`src/rtl/ssd_scan_ctrl_pkg.sv`:
```
// ssd_scan_ctrl_pkg: shared seven-segment decode table and helper for the scanner
package ssd_scan_ctrl_pkg;
  localparam logic [15:0][6:0] HEX_SEG = {
    7'h71, 7'h79, 7'h5E, 7'h39, 7'h7C, 7'h77, 7'h6F, 7'h7F,
    7'h07, 7'h7D, 7'h6D, 7'h66, 7'h4F, 7'h5B, 7'h06, 7'h3F
  };
  function automatic logic [6:0] hex_to_seg(input logic [3:0] h);
    return HEX_SEG[h];
  endfunction
endpackage

```
`src/rtl/ssd_scan_ctrl_if.sv`:
```
// ssd_scan_ctrl_if: CPU-side display data in, scanned ssd pins and frame pulse out
interface ssd_scan_ctrl_if #(
  parameter int NUM_DIGITS = 4,
  parameter int BRIGHT_W   = 3
);
  logic [4*NUM_DIGITS-1:0] value;
  logic [NUM_DIGITS-1:0]   dp_mask;
  logic                    lz_blank;
  logic [BRIGHT_W-1:0]     brightness;
  logic                    blank;
  logic                    frame_start;
  logic [NUM_DIGITS+7:0]   ssd;
  modport master (output value, dp_mask, lz_blank, brightness, blank, input frame_start, ssd);
  modport slave  (input value, dp_mask, lz_blank, brightness, blank, output frame_start, ssd);
endinterface

```
`src/rtl/ssd_scan_ctrl_hex_decoder.sv`:
```
// ssd_scan_ctrl_hex_decoder: nibble to seven-segment pattern with output polarity applied
module ssd_scan_ctrl_hex_decoder
  import ssd_scan_ctrl_pkg::*;
#(
  parameter bit ACTIVE_LOW = 1'b1
) (
  input  logic [3:0] nib,
  output logic [6:0] seg
);
  always_comb seg = hex_to_seg(nib) ^ {7{ACTIVE_LOW}};
endmodule

```
`src/rtl/ssd_scan_ctrl.sv`:
```
// ssd_scan_ctrl: multiplexed hex display scanner with frame-latched data, LZ blanking and PWM
module ssd_scan_ctrl
  import ssd_scan_ctrl_pkg::*;
#(
  parameter int NUM_DIGITS     = 4,
  parameter int DIV_W          = 16,
  parameter int BRIGHT_W       = 3,
  parameter bit AN_ACTIVE_LOW  = 1'b0,
  parameter bit SEG_ACTIVE_LOW = 1'b1
) (
  input logic           sysclk,
  input logic           reset,
  ssd_scan_ctrl_if.slave bus
);
  localparam int DGW = $clog2(NUM_DIGITS);
  localparam logic [NUM_DIGITS-1:0] AN_OFF = {NUM_DIGITS{AN_ACTIVE_LOW}};
  localparam logic [6:0] SEG_OFF = {7{SEG_ACTIVE_LOW}};
  localparam logic DP_OFF = SEG_ACTIVE_LOW;
  logic [DIV_W-1:0]        slot_cnt;
  logic [DGW-1:0]          digit;
  logic [4*NUM_DIGITS-1:0] sh_value;
  logic [NUM_DIGITS-1:0]   sh_dp;
  logic                    sh_lz;
  logic [NUM_DIGITS-1:0]   lz_mask;
  logic [NUM_DIGITS-1:0]   onehot;
  logic                    hi_zero;
  logic                    slot_end;
  logic                    frame_end;
  logic                    lit;
  logic                    on;
  logic [3:0]              nib;
  logic [6:0]              seg_dec;
  logic [NUM_DIGITS+7:0]   ssd_nxt;
  logic [NUM_DIGITS+7:0]   ssd_q;
  logic                    fs_q;
  always_comb begin
    slot_end  = &slot_cnt;
    frame_end = slot_end && (digit == DGW'(NUM_DIGITS - 1));
  end
  // a digit is blanked only when it and every higher nibble are zero; digit 0 always shows
  always_comb begin
    hi_zero = 1'b1;
    lz_mask = '0;
    for (int i = NUM_DIGITS - 1; i > 0; i--) begin
      hi_zero    = hi_zero & (sh_value[4*i +: 4] == 4'h0);
      lz_mask[i] = sh_lz & hi_zero;
    end
  end
  ssd_scan_ctrl_hex_decoder #(.ACTIVE_LOW(SEG_ACTIVE_LOW)) u_dec (.nib(nib), .seg(seg_dec));
  always_comb begin
    nib     = 4'(sh_value >> {digit, 2'b00});
    onehot  = NUM_DIGITS'(1) << digit;
    lit     = (&bus.brightness) | (slot_cnt[DIV_W-1 -: BRIGHT_W] < bus.brightness);
    on      = lit & ~bus.blank & ~lz_mask[digit];
    ssd_nxt = {(on ? onehot : '0) ^ AN_OFF, (on & sh_dp[digit]) ^ DP_OFF, on ? seg_dec : SEG_OFF};
  end
  always_ff @(posedge sysclk) begin
    if (reset) begin
      slot_cnt <= '0;
      digit    <= '0;
      sh_value <= '0;
      sh_dp    <= '0;
      sh_lz    <= 1'b0;
      fs_q     <= 1'b0;
      ssd_q    <= {AN_OFF, DP_OFF, SEG_OFF};
    end else begin
      slot_cnt <= slot_cnt + 1'b1;
      if (slot_end) digit <= frame_end ? '0 : digit + 1'b1;
      fs_q     <= frame_end;
      ssd_q    <= ssd_nxt;
      if (frame_end) begin
        sh_value <= bus.value;
        sh_dp    <= bus.dp_mask;
        sh_lz    <= bus.lz_blank;
      end
    end
  end
  assign bus.frame_start = fs_q;
  assign bus.ssd         = ssd_q;
endmodule

```
`src/flat_wrapper.sv`:
```
// flat-port wrapper written by rule: the top's interface ports become plain ports
module ssd_scan_ctrl_flat import ssd_scan_ctrl_pkg::*;
#(
  parameter int NUM_DIGITS     = 4,
  parameter int DIV_W          = 16,
  parameter int BRIGHT_W       = 3,
  parameter bit AN_ACTIVE_LOW  = 1'b0,
  parameter bit SEG_ACTIVE_LOW = 1'b1
)
  (sysclk, reset, bus_value, bus_dp_mask, bus_lz_blank, bus_brightness, bus_blank, bus_frame_start, bus_ssd);
  ssd_scan_ctrl_if #(.NUM_DIGITS(NUM_DIGITS), .BRIGHT_W(BRIGHT_W)) bus_i ();
  input logic sysclk;
  input logic reset;
  input wire logic [$bits(bus_i.value)-1:0] bus_value;
  input wire logic [$bits(bus_i.dp_mask)-1:0] bus_dp_mask;
  input wire logic [$bits(bus_i.lz_blank)-1:0] bus_lz_blank;
  input wire logic [$bits(bus_i.brightness)-1:0] bus_brightness;
  input wire logic [$bits(bus_i.blank)-1:0] bus_blank;
  output wire logic [$bits(bus_i.frame_start)-1:0] bus_frame_start;
  output wire logic [$bits(bus_i.ssd)-1:0] bus_ssd;
  assign bus_i.value = bus_value;
  assign bus_i.dp_mask = bus_dp_mask;
  assign bus_i.lz_blank = bus_lz_blank;
  assign bus_i.brightness = bus_brightness;
  assign bus_i.blank = bus_blank;
  assign bus_frame_start = bus_i.frame_start;
  assign bus_ssd = bus_i.ssd;
  ssd_scan_ctrl #(.NUM_DIGITS(NUM_DIGITS), .DIV_W(DIV_W), .BRIGHT_W(BRIGHT_W), .AN_ACTIVE_LOW(AN_ACTIVE_LOW), .SEG_ACTIVE_LOW(SEG_ACTIVE_LOW)) u_core (.sysclk(sysclk), .reset(reset), .bus(bus_i));
endmodule
```
`config.mk`:
```
export PLATFORM = sky130hd
export DESIGN_NAME = ssd_scan_ctrl_flat
export DESIGN_NICKNAME = d
export VERILOG_FILES = /design/src/rtl/ssd_scan_ctrl_pkg.sv /design/src/rtl/ssd_scan_ctrl_if.sv /design/src/rtl/ssd_scan_ctrl_hex_decoder.sv /design/src/rtl/ssd_scan_ctrl.sv /design/src/flat_wrapper.sv
export SDC_FILE = /design/constraint.sdc
export NUM_CORES = 1
export LEC_CHECK = 0
export BUFFER_PORTS_ARGS = -buffer_cell sky130_fd_sc_hd__buf_2
export CAP_MARGIN = 5
export CORE_MARGIN = 4
export CORE_UTILIZATION = 30
export CTS_BUF_LIST = sky130_fd_sc_hd__clkbuf_4
export CTS_CLUSTER_DIAMETER = 60
export DETAILED_ROUTE_END_ITERATION = 8
export GPL_TIMING_DRIVEN = 0
export PLACE_DENSITY_LB_ADDON = 0.12
export REMOVE_ABC_BUFFERS = 1
export SYNTH_ARGS = -nofsm -noshare
export SYNTH_HDL_FRONTEND = slang
export SYNTH_SLANG_ARGS = --single-unit
```
`constraint.sdc`:
```
create_clock -name sysclk -period 3.3 [get_ports sysclk]
set_input_delay 0 -clock sysclk [delete_from_list [all_inputs] [get_ports sysclk]]
set_output_delay 0 -clock sysclk [all_outputs]
set_load 0.02 [all_outputs]
```
==> results.py, run 1 <==
metrics = {
    "outcome": {
        "status": "finished, final reports clean",
    },
    "yosys": {
        "yosys.cell_types.count": 41,
        "synth_common_cells": "dfxtp_1 (52), nand2_1 (51), nor2_1 (26)",
        "synth-edff-count": 0,
        "yosys_warnings": 0,
        "yosysSeqAreaShare_pct": 43.6,
        "async_flop_share_pct": 0,
        "synth_ff_type": "dfxtp_1",
        "yosysMostFrequentCell": "dfxtp_1",
        "avgSynthCellArea_um2": 9.07,
        "synth_top_area_share_pct": 43.6,
        "synth_top_cell_by_area": "dfxtp_1",
        "synth_seq_cells": 52,
        "synth.area.top_cells": "dfxtp_1 (44%), nand2_1 (8.0%), a21oi_1 (5.2%)",
        "syn_area_um2": 2390,
        "syn_inst": 263,
    },
    "floorplan": {
        "pin_count": 40,
        "fp.dieH_um": 97.2,
        "core_area_um2": 7730,
        "rows": 32,
        "dieArea_um2": 9440,
        "die_x_um": 97.2,
        "start_util_pct": 30.9,
    },
    "layout": {
        "fillers": 800,
        "multi_input_area_um2": 1250,
        "seq_area_um2": 1040,
        "final_area_um2": 2940,
        "insertedDiodeCount": 0,
        "final_nets": 354,
        "syn2layout_area_growth_pct": 23.1,
        "final_util_pct": 38.0,
        "drive_gt1_share_pct": 20.1,
    },
    "critical_path": {
        "r2r_slack_ns": 0.77,
        "path_class": "reg2reg",
        "cp.required_ns": 3.53,
        "cp_data_arrival_time_ns": 2.76,
        "r2r_start": "u_core.digit[0]$_SDFFE_PP0P_",
        "path_max_fanout": 19,
        "endpoint_kind": "flop",
        "cp-start-kind": "flop",
        "crit_end": "u_core.bus.ssd[0]$_SDFF_PP1_",
        "r2r-end": "u_core.bus.ssd[0]$_SDFF_PP1_",
        "crit_path_start": "u_core.digit[0]$_SDFFE_PP0P_",
        "reg2regPathDepth": 6,
    },
    "clock_network": {
        "postCtsSetupBuffers": 0,
        "ctsLongestPathBuffers": 2,
        "cts_tree": "built",
        "cts-root-buf": "clkbuf_4",
        "cts.repair.resized": 0,
        "clk_pin_slew_ns": 0.15,
        "hold_buffers": 22,
        "numCtsBuffers": 5,
        "cts_htree_levels": 2,
        "cts_sinks": 52,
        "clkLatencyLatePin_ns": 0.37,
    },
    "detailed_routing": {
        "firstDrtPassIters": 4,
        "drt_iter0_markers": 59,
        "drcViolationCount": 0,
        "wl_um": 5090,
        "ant_nets": 0,
        "via_count": 1935,
        "wl_per_cell_um": 12.1,
        "vias_per_cell": 4.61,
    },
    "placement": {
        "io_buffer_count": 39,
        "placed_area_um2": 2640,
        "gp_congestion": 0.719,
        "dpl.hpwl_um": 3470,
    },
    "timing": {
        "slew_violations": 0,
        "period_share_pct": 76.7,
        "maxSlewHeadroom_pct": 39.2,
        "min_period_ns": 2.53,
        "clock_skew_ns": 0.00850,
        "worstMarginPinSlew_ns": 0.909,
        "hold_violations": 0,
        "setup_viol": 0,
        "max_freq_mhz": 395,
        "setup_tns_ns": 0,
        "rsz0062_at_grt": "no",
    },
    "power": {
        "p_switching_uw": 242,
        "switching_share_pct": 22.5,
        "p_int_uw": 832,
        "p_leak_uw": 0.00109,
        "ir_drop_mv": 0.171,
        "p_seq_share_pct": 59.5,
        "p_clk_share_pct": 34.1,
        "combPwrFrac_pct": 6.4,
        "finalPower_uw": 1070,
        "power_density_nw_per_um2": 366,
    },
    "global_route": {
        "grt_max_degree": 42,
        "antenna_found_initial": 0,
        "grt_usage_pct": 11.2,
        "grt_pass1_wl_um": 8840,
        "grt_pass1_vias": 1938,
        "overflow": 0,
    },
    "run": {
        "drv_cap": 0,
    },
    "hold_path": {
        "hold_class": "in2reg",
    },
}
-- cell usage in the layout, fill, tap and decap left out, types with 2 or more instances in the layout --
cell	synthesis	final
inv_1	5	5
a21oi_2	3	3
o221ai_1	3	3
xnor2_1	7	7
a21oi_1	25	25
nor2_1	26	26
mux4_2	3	3
clkbuf_4	0	5
buf_2	4	39
mux2i_1	10	10
a211oi_1	2	2
and4_1	2	2
and3_1	2	2
nand2_1	51	51
ha_1	10	10
nand3_1	8	8
nor4_2	2	2
nor4_1	2	2
o211ai_1	2	2
nand4_1	4	4
dfxtp_1	52	52
dlygate4sd3_1	0	22
and3b_1	2	2
xor2_1	9	9
nor3b_1	3	3
-- layout make-up --
cell class              instances  area share, %
clock inverters                 3           1.45
multi-input cells             192           42.7
repair buffers                 61           14.1
flip-flops and latches         52           35.4
clock buffers                   5           1.28
inverters                       5          0.639
well taps                     102           4.35
-- flip-flops by register name (all words and copies together), names as in the netlist --
register / count
u_core.bus.frame_start: 1
u_core.bus.ssd: 12
u_core.digit: 2
u_core.sh_dp: 4
u_core.sh_lz: 1
u_core.sh_value: 16
u_core.slot_cnt: 16
-- worst max-delay path, cell delays in order (launching register included) --
cell and delay (ns):
dfxtp_1 0.86, mux4_2 0.68, ha_1 0.31, nor3b_1 0.22, a21oi_1 0.06, a21oi_1 0.18, o21ai_1 0.07
-- through the flow --
stage	std cells	hold WS (ns)	setup WS (ns)
CTS	420	0.183	0.742
floorplan	249	0.0624	1.09
global placement	390	0.247	0.763
finish	420	0.192	0.770
global route	420	0.206	0.519
detailed placement	390	0.252	0.770
-- worst min path at each step --
stage,from,end,slack [ns],cells past startpoint
final,reset,u_core.slot_cnt[0]$_SDFF_PP0_,0.19,2
after global routing,reset,u_core.slot_cnt[0]$_SDFF_PP0_,0.21,2
after CTS,reset,u_core.slot_cnt[0]$_SDFF_PP0_,0.18,2
after detailed placement,bus_dp_mask[0],u_core.sh_dp[0]$_SDFFE_PP0P_,0.25,3
after global placement,bus_dp_mask[1],u_core.sh_dp[1]$_SDFFE_PP0P_,0.25,3
after floorplan,reset,u_core.sh_value[12]$_SDFFE_PP0P_,0.06,1
-- logic make-up after synthesis --
logic type / Yosys count / synth area share [%]
AOI/OAI and AO/OA: 38 / 9.49
xor gates and xnor gates: 16 / 5.87
adders and majority gates: 10 / 5.24
buffers and inverters: 19 / 3.83
DFF: 52 / 43.6
muxes: 16 / 8.70
and+or+nand+nor: 112 / 23.2
-- power by group through the flow --
stage	clock (µW)	combinational (µW)	sequential, µW
floorplan	0	10.9	660
global placement	0	49.3	653
detailed placement	0	49.9	653
CTS	385	69.6	640
global route	406	76.1	641
finish	366	68.5	640
-- layer usage --
metal | GRT usage, % | wire, µm | share of wire (%) | up-vias
met1 | 13.5 | 2480 | 49 | 889
met4 | 4.21 | 87 | 1.7 | 0
li1 | - | - | - | 1008
met2 | 19.3 | 2310 | 45 | 32
met3 | 2.80 | 213 | 4.2 | 6
met5 | 0 | 0 | 0 | -
Power figures use the tool's default switching activity.
==> run 2, diff against run 1 <==
==> constraint.sdc (replaced) <==
create_clock -name sysclk -period 2.24 [get_ports sysclk]
set_input_delay 0 -clock sysclk [delete_from_list [all_inputs] [get_ports sysclk]]
set_output_delay 0 -clock sysclk [all_outputs]
set_load 0.02 [all_outputs]
==> run 2 against run 1 <==
  * Power grew 47%
  * Worst hold slack gained 0.0066 ns
  * Non-clock buffer count grew 2
  * Fmax grew 20%
  * Highest routed layer unchanged
==> results.py, run 2 (synthesis gave the netlist of run 1 again) <==
metrics = {
    "hold_path": {
        "hold_class": "in2reg",
    },
    "global_route": {
        "antenna_found_initial": 0,
        "grt_max_degree": 42,
        "grt_pass1_wl_um": 9160,
        "grt_usage_pct": 11.7,
        "overflow": 0,
        "grt_pass1_vias": 1958,
    },
    "placement": {
        "dpl.hpwl_um": 3470,
        "place_inst": 390,
        "io_buffer_count": 39,
        "gp_congestion": 0.719,
    },
    "layout": {
        "final_cell_mix": "nand2_1 (51), dfxtp_1 (50), buf_2 (39), nor2_1 (26), a21oi_1 (25)",
        "finalNonFillerCells": 423,
        "syn2layout_area_growth_pct": 24.6,
        "fillers": 802,
        "layout.cells.most_common": "nand2_1",
        "final_nets": 357,
        "drive_gt1_share_pct": 21.5,
        "insertedDiodeCount": 0,
        "final_util_pct": 38.5,
    },
    "clock_network": {
        "clkLatencyLatePin_ns": 0.37,
        "cts_htree_levels": 2,
        "cts_tree": "built",
        "cts-root-buf": "clkbuf_4",
        "clk_pin_slew_ns": 0.15,
        "cts_sinks": 52,
        "ctsLongestPathBuffers": 2,
        "numCtsBuffers": 5,
    },
    "power": {
        "power_density_nw_per_um2": 532,
        "p_leak_uw": 0.00110,
        "ir_drop_mv": 0.252,
    },
    "run": {
        "drv_cap": 0,
    },
    "critical_path": {
        "path_max_fanout": 19,
        "cp_data_arrival_time_ns": 2.42,
        "endpoint_kind": "flop",
        "cp-start-kind": "flop",
        "path_class": "reg2reg",
        "cp.required_ns": 2.55,
    },
    "floorplan": {
        "pin_count": 40,
        "dieArea_um2": 9440,
        "die_x_um": 97.2,
        "rows": 32,
        "fp.dieH_um": 97.2,
        "core_area_um2": 7730,
        "start_util_pct": 30.9,
    },
    "timing": {
        "clock_skew_ns": 0.00668,
        "slew_violations": 0,
        "min_period_ns": 2.10,
        "period_share_pct": 94.0,
        "hold_violations": 0,
        "setup_viol": 0,
        "worstMarginPinSlew_ns": 0.851,
        "maxSlewHeadroom_pct": 43.3,
        "rsz0062_at_grt": "no",
        "max_freq_mhz": 475,
    },
    "outcome": {
        "status": "finished, final reports clean",
    },
    "detailed_routing": {
        "drt_iter0_markers": 80,
        "via_count": 1969,
        "wl_um": 5370,
        "drcViolationCount": 0,
        "vias_per_cell": 4.65,
        "wl_per_cell_um": 12.7,
        "ant_nets": 0,
        "firstDrtPassIters": 4,
    },
}
## run 2: cell types whose count changed in the layout (fill, tap and decap cells not counted), sizes merged
cell,previous run,this run
buf,39,41
nand4,4,5
## run 2: cell type report
type	instances	area, µm²	share of cell area [%]
multi-input combinational	193	1270	42.7
sequential	52	1050	35.2
timing repair buffer	63	430	14.5
tap	102	128	4.29
clock inverter	3	42.5	1.43
clock buffer	5	37.5	1.26
inverter	5	18.8	0.631
## run 2: final timing paths
path	to	startpoint	slack, ns	depth (start not counted)
setup / recovery	u_core.bus.ssd[0]$_SDFF_PP1_	u_core.digit[0]$_SDFFE_PP0P_	0.14	7
hold / removal	u_core.slot_cnt[0]$_SDFF_PP0_	reset	0.20	2
setup reg to reg	u_core.bus.ssd[0]$_SDFF_PP1_	u_core.digit[0]$_SDFFE_PP0P_	0.14	7
hold reg to reg	u_core.sh_dp[1]$_SDFFE_PP0P_	u_core.sh_dp[1]$_SDFFE_PP0P_	0.46	2
## run 2: through the flow
step                      area (µm²)  setup TNS (ns)  power (µW)  hold slack (ns)  setup WS (ns)
final                           2970               0        1580            0.199          0.135
after global routing            2970               0        1660            0.210        0.00550
after CTS                       2960               0        1610            0.192         0.0455
after detailed placement        2640           -4.99        1040            0.252         -0.290
after global placement          2640           -5.57        1040            0.247         -0.297
after floorplan                 2310               0         988           0.0624         0.0260
## run 2: power by group
group	internal [µW]	switching, µW	total [µW]	leakage, µW
sequential	936	5.20	941	0.000423
clock	233	304	538	0.0000412
combinational	56.4	46.3	103	0.000633
## run 2: metal layers
metal | share of wire [%] | vias to the layer above | track usage (%) | routed length (µm)
met3 | 3.6 | 6 | 2.80 | 195
li1 | - | 1015 | - | -
met1 | 49 | 919 | 14.3 | 2630
met2 | 46 | 29 | 20.0 | 2450
met4 | 1.6 | 0 | 4.21 | 87
met5 | 0 | - | 0 | 0
## run 2: critical path, stage by stage (launching register included)
cell	delay (ns)
dfxtp_4	0.53
mux4_2	0.62
inv_1	0.16
ha_1	0.22
nor2_1	0.06
a211oi_1	0.26
a21oi_1	0.07
o21ai_1	0.12
## run 2: timing repair
action	CTS	global route
buffers inserted	1	1
gates resized for setup	3	2
hold buffers	22	0
gates cloned	1	0
hold endpoints to repair	32	0
pin swaps	1	1
endpoints found under the setup margin	28	14
==> run 3, diff against run 2 <==
==> constraint.sdc (replaced) <==
create_clock -name sysclk -period 2.24 [get_ports sysclk]
set_input_delay 0.224 -clock sysclk [delete_from_list [all_inputs] [get_ports sysclk]]
set_output_delay 0.224 -clock sysclk [all_outputs]
set_load 0.02 [all_outputs]
==> run 3 against run 2 <==
  * First-iteration DRC count is 6.3% lower
  * Fmax up 3.4%
  * Worst setup slack improved by 0.070 ns
  * Critical path type unchanged
  * Largest power group unchanged
==> results.py, run 3 (synthesis gave the netlist of run 1 again) <==
metrics = {
    "outcome": {
        "status": "finished, final reports clean",
    },
    "power": {
        "p_int_uw": 1200,
        "p_clk_share_pct": 34.8,
        "power_density_nw_per_um2": 558,
        "p_leak_uw": 0.00104,
        "p_seq_share_pct": 60.5,
        "p_switching_uw": 355,
        "ir_drop_mv": 0.249,
        "switching_share_pct": 22.8,
        "finalPower_uw": 1560,
        "combPwrFrac_pct": 4.7,
    },
    "layout": {
        "syn2layout_area_growth_pct": 16.9,
        "seq_area_um2": 1050,
        "layout.cells.most_common": "nand2_1",
        "drive_gt1_share_pct": 24.0,
        "final_nets": 340,
        "insertedDiodeCount": 0,
        "multi_input_area_um2": 1270,
        "fillers": 809,
        "final_cell_mix": "nand2_1 (51), dfxtp_1 (50), buf_2 (39), nor2_1 (26), a21oi_1 (25)",
    },
    "detailed_routing": {
        "firstDrtPassIters": 4,
        "drt_iter0_markers": 75,
        "drcViolationCount": 0,
        "via_count": 1908,
        "wl_um": 5250,
        "wl_per_cell_um": 12.9,
        "ant_nets": 0,
        "vias_per_cell": 4.70,
    },
    "critical_path": {
        "r2r-end": "u_core.bus.ssd[0]$_SDFF_PP1_",
        "path_class": "reg2reg",
        "cp-start-kind": "flop",
        "crit_path_top_delay_cell": "mux4_2",
        "reg2regPathDepth": 6,
        "path_max_fanout": 15,
        "cpMostUsedCell": "a21oi_1",
        "cp_num_buf_inv": 0,
        "cp_data_arrival_time_ns": 2.28,
        "endpoint_kind": "flop",
        "path_cells": "mux4_2 -> ha_1 -> nor3b_1 -> a21oi_1 -> a21oi_1 -> o21ai_1",
        "r2r_start": "u_core.digit[0]$_SDFFE_PP0P_",
        "slowest_delay_ns": 0.60,
        "r2r_slack_ns": 0.20,
        "crit_family": "multiplexers",
        "cp.required_ns": 2.49,
    },
    "placement": {
        "gp_congestion": 0.719,
        "io_buffer_count": 39,
        "dpl.hpwl_um": 3470,
    },
    "global_route": {
        "grt_pass1_vias": 1864,
        "grt_usage_pct": 11.4,
        "grt_pass1_wl_um": 8840,
        "grt_max_degree": 42,
        "antenna_found_initial": 0,
        "overflow": 0,
    },
    "floorplan": {
        "pin_count": 40,
        "rows": 32,
        "start_util_pct": 30.9,
        "die_x_um": 97.2,
        "core_area_um2": 7730,
        "dieArea_um2": 9440,
        "fp.dieH_um": 97.2,
    },
    "timing": {
        "max_freq_mhz": 491,
        "rsz0062_at_grt": "no",
        "slew_violations": 0,
        "period_share_pct": 90.9,
        "hold_violations": 0,
        "setup_viol": 0,
        "clock_skew_ns": 0.00646,
        "worstMarginPinSlew_ns": 0.859,
        "holdWs_ns": 0.0656,
        "setup_tns_ns": 0,
        "maxSlewHeadroom_pct": 42.7,
        "min_period_ns": 2.04,
    },
    "hold_path": {
        "holdCritStartpoint": "bus_dp_mask[3]",
        "min_to": "u_core.sh_dp[3]$_SDFFE_PP0P_",
        "min_path_cells": 3,
        "hold_class": "in2reg",
    },
    "clock_network": {
        "cts-root-buf": "clkbuf_4",
        "clk_pin_slew_ns": 0.15,
        "cts_htree_levels": 2,
        "hold_buffers": 0,
        "cts_sinks": 52,
        "numCtsBuffers": 5,
        "ctsLongestPathBuffers": 2,
        "cts_tree": "built",
        "clkLatencyLatePin_ns": 0.37,
    },
    "run": {
        "drv_cap": 0,
    },
}
[run 3: how the worst max path moves through the flow]
stage,cells past startpoint,slack (ns),to,startpoint
after global routing,6,0.03,u_core.sh_value[13]$_SDFFE_PP0P_,u_core.slot_cnt[0]$_SDFF_PP0_
after floorplan,6,0.03,u_core.bus.ssd[0]$_SDFF_PP1_,u_core.digit[0]$_SDFFE_PP0P_
final,6,0.20,u_core.bus.ssd[0]$_SDFF_PP1_,u_core.digit[0]$_SDFFE_PP0P_
after CTS,6,0.05,u_core.bus.ssd[0]$_SDFF_PP1_,u_core.digit[1]$_SDFFE_PP0P_
after detailed placement,6,-0.29,u_core.bus.ssd[0]$_SDFF_PP1_,u_core.digit[0]$_SDFFE_PP0P_
after global placement,6,-0.30,u_core.bus.ssd[0]$_SDFF_PP1_,u_core.digit[0]$_SDFFE_PP0P_
[run 3: worst min-delay path, stage by stage]
cell     delay [ns]
buf_2          0.09
nand2_1        0.04
a21oi_1        0.05
[run 3: timing repair]
action | in CTS | in global routing
cloned | 1 | 0
resized for setup | 3 | 1
pin swaps | 1 | 1
setup buffers | 1 | 6
endpoints found under the hold margin | 0 | 0
setup endpoints to repair | 28 | 14
[run 3: per-stage QoR]
step / instances / cell area [µm²] / setup WS [ns] / util [%]
after floorplan: 249 / 2310 / 0.0260 / -
after detailed placement: 390 / 2640 / -0.290 / 34.1
after global routing: 406 / 2790 / 0.0284 / 36.1
after CTS: 400 / 2740 / 0.0455 / 35.5
final: 406 / 2790 / 0.205 / 36.1
after global placement: 390 / 2640 / -0.297 / 34.1
[run 3: power groups by stage]
stage | logic (µW) | registers (µW) | clock network [µW]
floorplan | 16.1 | 972 | 0
global placement | 72.6 | 962 | 0
CTS | 75.3 | 942 | 567
detailed placement | 73.5 | 963 | 0
finish | 73.4 | 941 | 541
global route | 82.0 | 943 | 607
[run 3: metal layers]
| metal | GRT usage, % | routed length [µm] | up-vias |
|---|---|---|---|
| met3 | 2.73 | 172 | 6 |
| met5 | 0 | 0 | - |
| met1 | 14.5 | 2610 | 886 |
| li1 | - | - | 986 |
| met2 | 18.7 | 2380 | 30 |
| met4 | 4.21 | 85 | 0 |
[run 3: final cells by class]
| class | count | area share (%) |
|---|---|---|
| Multi-Input combinational cell | 193 | 45.5 |
| Sequential cell | 52 | 37.5 |
| Timing Repair Buffer | 46 | 8.88 |
| Tap cell | 102 | 4.58 |
| Clock inverter | 3 | 1.53 |
| Clock buffer | 5 | 1.35 |
| Inverter | 5 | 0.673 |
